`src/rtl/ap_ctrl_pkg.sv`:
```
// ap_ctrl_pkg: FSM state type and default widths shared by the ap_ctrl_chain driver and its bench.
package ap_ctrl_pkg;
    typedef enum logic [1:0] {IDLE, RUN, FINISH} state_e;
    localparam int TXN_W_DEF = 16;
    localparam int CYC_W_DEF = 32;
    localparam int DEPTH_DEF = 4;
    localparam int DELAY_W   = 8;
endpackage

```
`src/rtl/ts_fifo.sv`:
```
// ts_fifo: synchronous DEPTH x W timestamp FIFO; push and pop may coincide even when full.
// Ports: clock/reset (sync, active-high), clr flushes, push/din write, pop retires head,
// dout shows the head entry, empty/full report occupancy.
module ts_fifo #(
    parameter int DEPTH = 4,
    parameter int W     = 32
) (
    input  logic         clock,
    input  logic         reset,
    input  logic         clr,
    input  logic         push,
    input  logic         pop,
    input  logic [W-1:0] din,
    output logic [W-1:0] dout,
    output logic         empty,
    output logic         full
);
    localparam int AW = DEPTH > 1 ? $clog2(DEPTH) : 1;
    logic [W-1:0]  mem_q [DEPTH];
    logic [AW-1:0] wr_q, wr_d, rd_q, rd_d;
    logic [AW:0]   cnt_q, cnt_d;
    logic          do_push, do_pop;
    function automatic logic [AW-1:0] inc(input logic [AW-1:0] p);
        return p == AW'(DEPTH - 1) ? '0 : p + 1'b1;
    endfunction
    always_comb begin
        empty   = cnt_q == '0;
        full    = cnt_q == (AW+1)'(DEPTH);
        do_pop  = pop && !empty;
        // A pop in the same cycle frees the slot the push needs.
        do_push = push && (!full || do_pop);
        wr_d    = do_push ? inc(wr_q) : wr_q;
        rd_d    = do_pop ? inc(rd_q) : rd_q;
        cnt_d   = cnt_q + (AW+1)'(do_push) - (AW+1)'(do_pop);
        dout    = mem_q[rd_q];
    end
    always_ff @(posedge clock) begin
        if (reset || clr) begin
            wr_q  <= '0;
            rd_q  <= '0;
            cnt_q <= '0;
        end else begin
            wr_q  <= wr_d;
            rd_q  <= rd_d;
            cnt_q <= cnt_d;
        end
    end
    always_ff @(posedge clock) begin
        if (do_push) mem_q[wr_q] <= din;
    end
endmodule

```
`src/rtl/ap_ctrl_chain_driver.sv`:
```
// ap_ctrl_chain_driver: issues a commanded number of ap_ctrl_chain transactions to an HLS core,
// throttles ap_continue by a programmable delay and reports per-run latency statistics.
// Ports: clock/reset (sync, active-high); cmd_valid/cmd_ready/cmd_num_txn/cmd_cont_delay command
// a run; ap_start/ap_ready/ap_done/ap_continue/ap_idle connect to the core; busy/finish give run
// status; started_cnt/done_cnt/last_latency/max_latency/total_cycles report the run;
// err_protocol is a sticky handshake-violation flag cleared by the next command.
module ap_ctrl_chain_driver
    import ap_ctrl_pkg::*;
#(
    parameter int TXN_W = TXN_W_DEF,
    parameter int CYC_W = CYC_W_DEF,
    parameter int DEPTH = DEPTH_DEF
) (
    input  logic               clock,
    input  logic               reset,
    input  logic               cmd_valid,
    output logic               cmd_ready,
    input  logic [TXN_W-1:0]   cmd_num_txn,
    input  logic [DELAY_W-1:0] cmd_cont_delay,
    output logic               ap_start,
    input  logic               ap_ready,
    input  logic               ap_done,
    output logic               ap_continue,
    input  logic               ap_idle,
    output logic               busy,
    output logic               finish,
    output logic [TXN_W-1:0]   started_cnt,
    output logic [TXN_W-1:0]   done_cnt,
    output logic [CYC_W-1:0]   last_latency,
    output logic [CYC_W-1:0]   max_latency,
    output logic [CYC_W-1:0]   total_cycles,
    output logic               err_protocol
);
    state_e             state_q, state_d;
    logic [TXN_W-1:0]   num_txn_q, num_txn_d, started_q, started_d, done_q, done_d, out_q, out_d;
    logic [DELAY_W-1:0] cont_q, cont_d, wait_q, wait_d, wait_eff;
    logic [CYC_W-1:0]   cyc_q, cyc_d, last_q, last_d, max_q, max_d, total_q, total_d, lat, ts_head;
    logic               ap_start_q, ap_start_d, pend_q, pend_d, err_q, err_d;
    logic               cmd_acc, start_acc, done_acc, fifo_empty, fifo_full, unused_ok;
    ts_fifo #(.DEPTH(DEPTH), .W(CYC_W)) u_fifo (
        .clock (clock),
        .reset (reset),
        .clr   (cmd_acc),
        .push  (start_acc),
        .pop   (done_acc),
        .din   (cyc_q),
        .dout  (ts_head),
        .empty (fifo_empty),
        .full  (fifo_full)
    );
    always_comb begin
        cmd_acc     = cmd_valid && state_q == IDLE;
        start_acc   = ap_start_q && ap_ready;
        out_q       = started_q - done_q;
        // The first cycle of a done sees the freshly programmed delay, later cycles the countdown.
        wait_eff    = (ap_done && !pend_q) ? cont_q : wait_q;
        ap_continue = state_q == RUN && ap_done && wait_eff == '0;
        // A done with nothing outstanding is spurious: flagged, never counted.
        done_acc    = ap_continue && out_q != '0;
        lat         = cyc_q - ts_head;
        num_txn_d   = cmd_acc ? cmd_num_txn : num_txn_q;
        cont_d      = cmd_acc ? cmd_cont_delay : cont_q;
        cyc_d       = cmd_acc ? '0 : (state_q == RUN && cyc_q != '1) ? cyc_q + 1'b1 : cyc_q;
        started_d   = cmd_acc ? '0 : started_q + TXN_W'(start_acc);
        done_d      = cmd_acc ? '0 : done_q + TXN_W'(done_acc);
        out_d       = started_d - done_d;
        last_d      = cmd_acc ? '0 : done_acc ? lat : last_q;
        max_d       = cmd_acc ? '0 : (done_acc && lat > max_q) ? lat : max_q;
        total_d     = cmd_acc ? '0 : done_acc ? cyc_q : total_q;
        pend_d      = !cmd_acc && ap_done && !ap_continue;
        wait_d      = (cmd_acc || wait_eff == '0) ? '0 : wait_eff - 1'b1;
        err_d       = !cmd_acc && (err_q || (ap_done && out_q == '0) ||
                      (ap_ready && !ap_start_q) || (pend_q && !ap_done));
        state_d     = state_q == IDLE ? (cmd_acc ? (cmd_num_txn == '0 ? FINISH : RUN) : IDLE)
                    : state_q == RUN ? (done_d == num_txn_q ? FINISH : RUN)
                    : IDLE;
        // Start only drops through an accept or a run end, so it never retracts unacknowledged.
        ap_start_d  = state_d == RUN && started_d < num_txn_d && out_d < TXN_W'(DEPTH);
    end
    always_ff @(posedge clock) begin
        if (reset) begin
            state_q    <= IDLE;
            num_txn_q  <= '0;
            cont_q     <= '0;
            cyc_q      <= '0;
            started_q  <= '0;
            done_q     <= '0;
            last_q     <= '0;
            max_q      <= '0;
            total_q    <= '0;
            wait_q     <= '0;
            pend_q     <= 1'b0;
            err_q      <= 1'b0;
            ap_start_q <= 1'b0;
        end else begin
            state_q    <= state_d;
            num_txn_q  <= num_txn_d;
            cont_q     <= cont_d;
            cyc_q      <= cyc_d;
            started_q  <= started_d;
            done_q     <= done_d;
            last_q     <= last_d;
            max_q      <= max_d;
            total_q    <= total_d;
            wait_q     <= wait_d;
            pend_q     <= pend_d;
            err_q      <= err_d;
            ap_start_q <= ap_start_d;
        end
    end
    assign cmd_ready    = state_q == IDLE;
    assign busy         = state_q != IDLE;
    assign finish       = state_q == FINISH;
    assign ap_start     = ap_start_q;
    assign started_cnt  = started_q;
    assign done_cnt     = done_q;
    assign last_latency = last_q;
    assign max_latency  = max_q;
    assign total_cycles = total_q;
    assign err_protocol = err_q;
    assign unused_ok    = ^{ap_idle, fifo_empty, fifo_full};
endmodule

```
`config.mk`:
```
export PLATFORM = sky130hd
export DESIGN_NAME = ap_ctrl_chain_driver
export DESIGN_NICKNAME = d
export VERILOG_FILES = /design/src/rtl/ap_ctrl_pkg.sv /design/src/rtl/ts_fifo.sv /design/src/rtl/ap_ctrl_chain_driver.sv
export SDC_FILE = /design/constraint.sdc
export NUM_CORES = 1
export LEC_CHECK = 0
export ABC_AREA = 1
export BUFFER_PORTS_ARGS = -buffer_cell sky130_fd_sc_hd__buf_2
export CAP_MARGIN = 10
export CORE_MARGIN = 4
export CORE_UTILIZATION = 30
export DETAILED_ROUTE_END_ITERATION = 12
export SYNTH_ARGS = -nofsm -noshare
export SYNTH_HDL_FRONTEND = slang
export SYNTH_HIERARCHICAL = 1
export SYNTH_SLANG_ARGS = --single-unit
export TNS_END_PERCENT = 50
```
`constraint.sdc`:
```
create_clock -name clock -period 10.18 [get_ports clock]
set_input_delay 0 -clock clock [delete_from_list [all_inputs] [get_ports clock]]
set_output_delay 0 -clock clock [all_outputs]
set_load 0.05 [all_outputs]
```
==> results of run 1 <==
[power by group]
part	switching (µW)	internal, µW	total, µW	leakage, µW
sequential	11.3	1400	1420	0.00280
clock	574	870	1440	0.000637
combinational	181	75.8	257	0.00634
total	767	2350	3120	0.00977
[worst max-delay path: cells and delay by family (launching register included)]
kind | cells | cell delay [ns]
and+or+nand+nor | 13 | 2.29
AOI/OAI and AO/OA | 7 | 1.94
adders and majority gates | 4 | 1.09
DFF | 1 | 0.32
buffers and inverters | 3 | 0.18
[stage by stage]
step	power (µW)	cell area [µm²]	instances	hold WS [ns]	setup slack, ns
floorplan	1620	19000	2548	0.167	5.34
global placement	1690	20600	3490	0.255	4.37
detailed placement	1690	20600	3490	0.264	4.31
CTS	3150	22200	3584	0.146	4.27
global route	3240	22200	3584	0.224	3.68
finish	3120	22200	3584	0.163	4.27
[final timing paths]
kind / to / cells past startpoint
worst max-delay path: ap_start / 27
worst min-delay path: num_txn_q[0] / 5
worst max register to register: ap_start / 27
worst min register to register: total_cycles[21] / 2
[registers in the layout, summed over array words and instances (netlist names), 3 cells and up, named ones only]
register / flops
u_fifo/mem_q: 128
cyc_q: 32
last_latency: 32
max_latency: 32
total_cycles: 32
done_cnt: 16
num_txn_q: 16
started_cnt: 16
cont_q: 8
wait_q: 8
u_fifo/cnt_q: 3
[metal layers]
metal | global-route usage | routed length (µm) | up-vias
li1 | - | - | 8803
met1 | 0.221 | 25700 | 7830
met2 | 0.271 | 25800 | 440
met3 | 0.0325 | 3950 | 64
met4 | 0.0375 | 1110 | 0
met5 | 0 | 0 | -
[timing repair]
action,4_1_cts,5_1_grt
endpoints found under the hold margin,35,0
hold buffers,28,0
gates resized for setup,0,0
[area by class of cell]
type                       count  area (µm²)
clock buffer                  49        1060
clock inverter                17         253
timing repair buffer         206        1210
sequential                   334        7970
tap                          846        1060
multi-input combinational   1807        9460
inverter                     325        1230
fill                        6704       40700
==> results.tsv, run 1 <==
stage	metric	value	unit
outcome	status	complete, no violations	
routing	vias_per_cell	4.78	
placed_design	port_buffers	162	
global_route	grt_pass1_vias	16200	
timing	period_needed	5.91	ns
min_path	min_from	cmd_valid	
global_route	grt_pass1_wl	89.0	mm
synthesis	avgSynthCellArea	7.48	µm²
layout	drive_above_1_share	0.0997	
timing	worstMarginPinSlew	1.14	ns
floorplan	core-area	0.0630	mm²
worst_setup_path	reg2reg_from	pend_q	
worst_setup_path	worst_setup_path_end_kind	flop	
power	p_per_area	140	mW/mm²
layout	fin_nets	2861	
power	power_leakage	0.00977	µW
routing	wl	56.5	mm
routing	drt_pre_antenna_iters	6	
synthesis	mappedNetlistArea	0.0190	mm²
routing	drc	0	
clock_network	h-tree-depth	2	
run	maxCapViolCount	0	
worst_setup_path	reg2reg_slack	4.27	ns
synthesis	ys_warn_count	6	
floorplan	die_w	260	µm
synthesis	synth_cells	2548	
routing	wire_per_inst	15.8	µm
clock_network	cts_sinks	334	
clock_network	clk_pin_slew	0.06	ns
floorplan	num_rows	92	
timing	slew_violations	0	
timing	worst_slew_margin_rel	0.240	
layout	final_cell_mix	nand2_1, nor2_1, inv_1	
clock_network	cts.path.max_buffers	3	
worst_setup_path	critPathLaunch	pend_q	
worst_setup_path	critPathKind	flop to flop	
clock_network	cts_made_buffers	36	
timing	rsz0062_at_grt	no	
worst_setup_path	cp.required	10.64	ns
routing	ant_nets	0	
timing	timing.setup.tns	0	ns
global_route	gr-total-overflow	0	
floorplan	die_h	260	µm
worst_setup_path	cpPeakStageDelay	0.56	ns
timing	finalHoldViolCount	0	
global_route	antenna_found_initial	0	
layout	final_util	0.353	
layout	syn_to_final_growth	16.7	%
timing	period_share	0.580	
worst_setup_path	crit_arrival	6.37	ns
worst_setup_path	cp-start-kind	flop	
layout	final_common_cell	nand2_1	
clock_network	post_cts_buffers	0	
worst_setup_path	slowest_stage	a21oi_1	
floorplan	boundaryPins	164	
floorplan	die_area	0.0676	mm²
clock_network	cts_tree	done	
clock_network	cts-root-buf	clkbuf_16	
routing	drt_iter0_drc	1201	
timing	skew	0.0244	ns
placed_design	place_congestion	0.914	
placed_design	dp_hpwl	40.7	mm
global_route	grt_util_all_layers	0.164	
clock_network	clk_latency	0.55	ns
routing	vias	17100	
power	ir_drop	0.108	mV
layout	diodes	0	
synthesis	syn-num-nets	2699	
min_path	min_path_type	input pin to flop	
global_route	grt_max_degree	70	
timing	fmax	169	MHz
worst_setup_path	crit_fanout	15	
floorplan	initial_utilization	0.303	
timing	setup_viol	0	
Power figures use the tool's default switching activity.
==> run 2, diff against run 1 <==
==> constraint.sdc (replaced) <==
create_clock -name clock -period 5.7 [get_ports clock]
set_input_delay 0 -clock clock [delete_from_list [all_inputs] [get_ports clock]]
set_output_delay 0 -clock clock [all_outputs]
set_load 0.05 [all_outputs]
==> run 2 against run 1 <==
  * Clock skew shrank 0.0051 ns
  * Worst hold slack better by 0.0039 ns
  * Register-to-register slack got worse by 3.8 ns
  * Sequential share of layout area barely moved
  * Die area unchanged
  * Critical path depth is 2 higher
  * First-iteration DRC count shrank 1.3%
  * Via count about the same
  * Routed wire length fell by 1.2%
  * Clock power up 68%
  * Maximum frequency increased by 14%
  * Critical endpoint unchanged
  * Largest power group is now registers
==> results.tsv, run 2 (synthesis gave the netlist of run 1 again) <==
stage	metric	value	unit	change
outcome	status	complete, no violations		
global_route	grt_pass1_vias	16000		-0.91%
worst_setup_path	slowest_stage	dfxtp_1		
layout	design_area	0.0222	mm²	about the same
layout	final_cell_mix	nand2_1, nor2_1, inv_1		
timing	worst_slew_margin_rel	0.229		-0.0114
timing	skew	0.0192	ns	-0.00514 ns
routing	drt_pre_antenna_iters	7		+1
global_route	antenna_found_initial	0		unchanged
clock_network	cts.path.max_buffers	3		unchanged
power	p_per_area	243	mW/mm²	+74%
power	power_leakage	0.00979	µW	+0.25%
min_path	min_path_type	input pin to flop		
worst_setup_path	worst_r2r_endpoint	ap_start		
clock_network	cts_tree	done		
layout	drive_above_1_share	0.103		+0.00316
routing	wire_per_inst	15.5	µm	-1.6%
layout	final_util	0.353		about the same
floorplan	die_h	260	µm	unchanged
layout	largest_reg_flops	128		unchanged
layout	seqCellArea	0.00797	mm²	unchanged
placed_design	dp_hpwl	41.3	mm	+1.5%
routing	ant_nets	0		unchanged
layout	syn_to_final_growth	16.7	%	about the same
worst_setup_path	reg2reg_slack	0.51	ns	-3.77 ns
layout	fin_nets	2873		+0.42%
min_path	worstHoldPathCells	5		unchanged
routing	vias_per_cell	4.77		-0.28%
worst_setup_path	crit_top_cell	nand2_1		
floorplan	boundaryPins	164		unchanged
clock_network	cts_made_buffers	37		+2.8%
clock_network	clk_latency	0.54	ns	about the same
layout	diodes	0		unchanged
routing	m1WireLength	25.0	mm	-2.5%
power	ir_drop	0.170	mV	+58%
layout	final_common_cell	nand2_1		
floorplan	core-area	0.0630	mm²	unchanged
global_route	grt_util_all_layers	0.161		-0.00260
timing	period_share	0.911		+0.331
worst_setup_path	worst_setup_path_end_kind	flop		
worst_setup_path	r2r.worst_path.cells	29		+7.4%
clock_network	cts_sinks	334		unchanged
placed_design	placed_cell_area	0.0207	mm²	+0.46%
floorplan	die_area	0.0676	mm²	unchanged
worst_setup_path	cpLargestDelayFamily	compound AO/OA/AOI/OAI gates		
routing	wl	55.8	mm	-1.2%
worst_setup_path	cp-start-kind	flop		
timing	slew_violations	0		unchanged
layout	multiInputGateArea	0.00946	mm²	about the same
layout	fill_cells	6697		-0.10%
global_route	gr-total-overflow	0		unchanged
clock_network	cts-root-buf	clkbuf_16		
placed_design	port_buffers	162		unchanged
worst_setup_path	reg2reg_from	done_cnt[8]		
timing	finalHoldViolCount	0		unchanged
routing	dr_wl_met3	3.83	mm	-3.2%
min_path	hold_path_end	num_txn_q[0]		
timing	period_needed	5.19	ns	-0.714 ns
worst_setup_path	cp.required	6.16	ns	-4.48 ns
worst_setup_path	critPathKind	flop to flop		
routing	wl_met2	25.6	mm	-0.57%
layout	top_register	u_fifo/mem_q		
min_path	min_from	cmd_valid		
clock_network	clk_pin_slew	0.07	ns	about the same
worst_setup_path	cpPeakStageDelay	0.42	ns	-0.14 ns
timing	setup_viol	0		unchanged
floorplan	initial_utilization	0.303		unchanged
worst_setup_path	crit_buf_inv	2		-1
floorplan	die_w	260	µm	unchanged
routing	top_layer_used	met4		
global_route	grt_pass1_wl	87.9	mm	-1.3%
clock_network	h-tree-depth	2		unchanged
worst_setup_path	crit_fanout	6		-9
placed_design	place_congestion	0.921		+0.75%
routing	drc	0		unchanged
timing	timing.setup.tns	0	ns	unchanged
timing	worstMarginPinSlew	1.15	ns	+0.0184 ns
run	maxCapViolCount	0		unchanged
timing	fmax	193	MHz	+14%
floorplan	num_rows	92		unchanged
global_route	grt_max_degree	70		unchanged
routing	drt_iter0_drc	1185		-1.3%
worst_setup_path	crit_arrival	5.65	ns	-0.72 ns
routing	vias	17200		+0.082%
[run 2: cell types whose count changed in the layout (fill, tap and decap cells not counted), sizes merged]
cell | previous run | this run
buf | 178 | 189
bufinv | 5 | 3
clkbuf | 49 | 50
clkinv | 7 | 12
clkinvlp | 2 | 0
[run 2: how the worst max path moves through the flow]
stage | slack, ns | cells past startpoint | start | end
floorplan | 0.86 | 30 | pend_q | ap_start
global placement | 0.60 | 32 | done_cnt[2] | ap_start
detailed placement | 0.52 | 27 | pend_q | ap_start
CTS | 0.49 | 27 | pend_q | ap_start
global route | -0.01 | 31 | done_cnt[2] | ap_start
finish | 0.51 | 29 | done_cnt[8] | ap_start
[run 2: metrics by stage]
| stage | worst slack [ns] | total power, µW | instances | hold slack (ns) |
|---|---|---|---|---|
| floorplan | 0.856 | 2890 | 2548 | 0.167 |
| global placement | 0.600 | 3020 | 3501 | 0.253 |
| detailed placement | 0.519 | 3030 | 3501 | 0.259 |
| CTS | 0.487 | 5480 | 3597 | 0.160 |
| global route | -0.0149 | 5630 | 3597 | 0.209 |
| finish | 0.508 | 5410 | 3597 | 0.167 |
[run 2: per-layer routing]
| layer | global-route usage | vias to the layer above |
|---|---|---|
| met4 | 0.0417 | 0 |
| met3 | 0.0325 | 73 |
| met5 | 0 | - |
| li1 | - | 8812 |
| met2 | 0.269 | 446 |
| met1 | 0.214 | 7820 |
[run 2: power breakdown]
part	leakage [µW]	switching [µW]	internal [µW]
Combinational	0.00640	319	139
Sequential	0.00280	21.1	2510
Clock	0.000603	1010	1410
Total	0.00979	1350	4060
[run 2: area by class of cell]
type                    instances  share of cell area
repair buffers                217              0.0587
clock inverters                18             0.00861
clock buffers                  50              0.0461
well taps                     846              0.0476
flip-flops and latches        334               0.358
inverters                     325              0.0553
multi-input cells            1807               0.425
[run 2: worst reg2reg max path, delay by kind of cell, from the launching register on]
family	cells	cell delay (ns)
adder cells (fa/ha/maj)	4	1.15
flip-flops	1	0.42
buffers and inverters	2	0.18
AND/OR/NAND/NOR	15	1.62
AO/OA/AOI/OAI	8	1.75
[run 2: what timing repair did]
action                                 in CTS  in global routing
gates resized for setup                     0                  3
setup buffers                               0                  0
endpoints found under the hold margin      35                  0
setup endpoints to repair                   0                  1
hold buffers                               28                  0
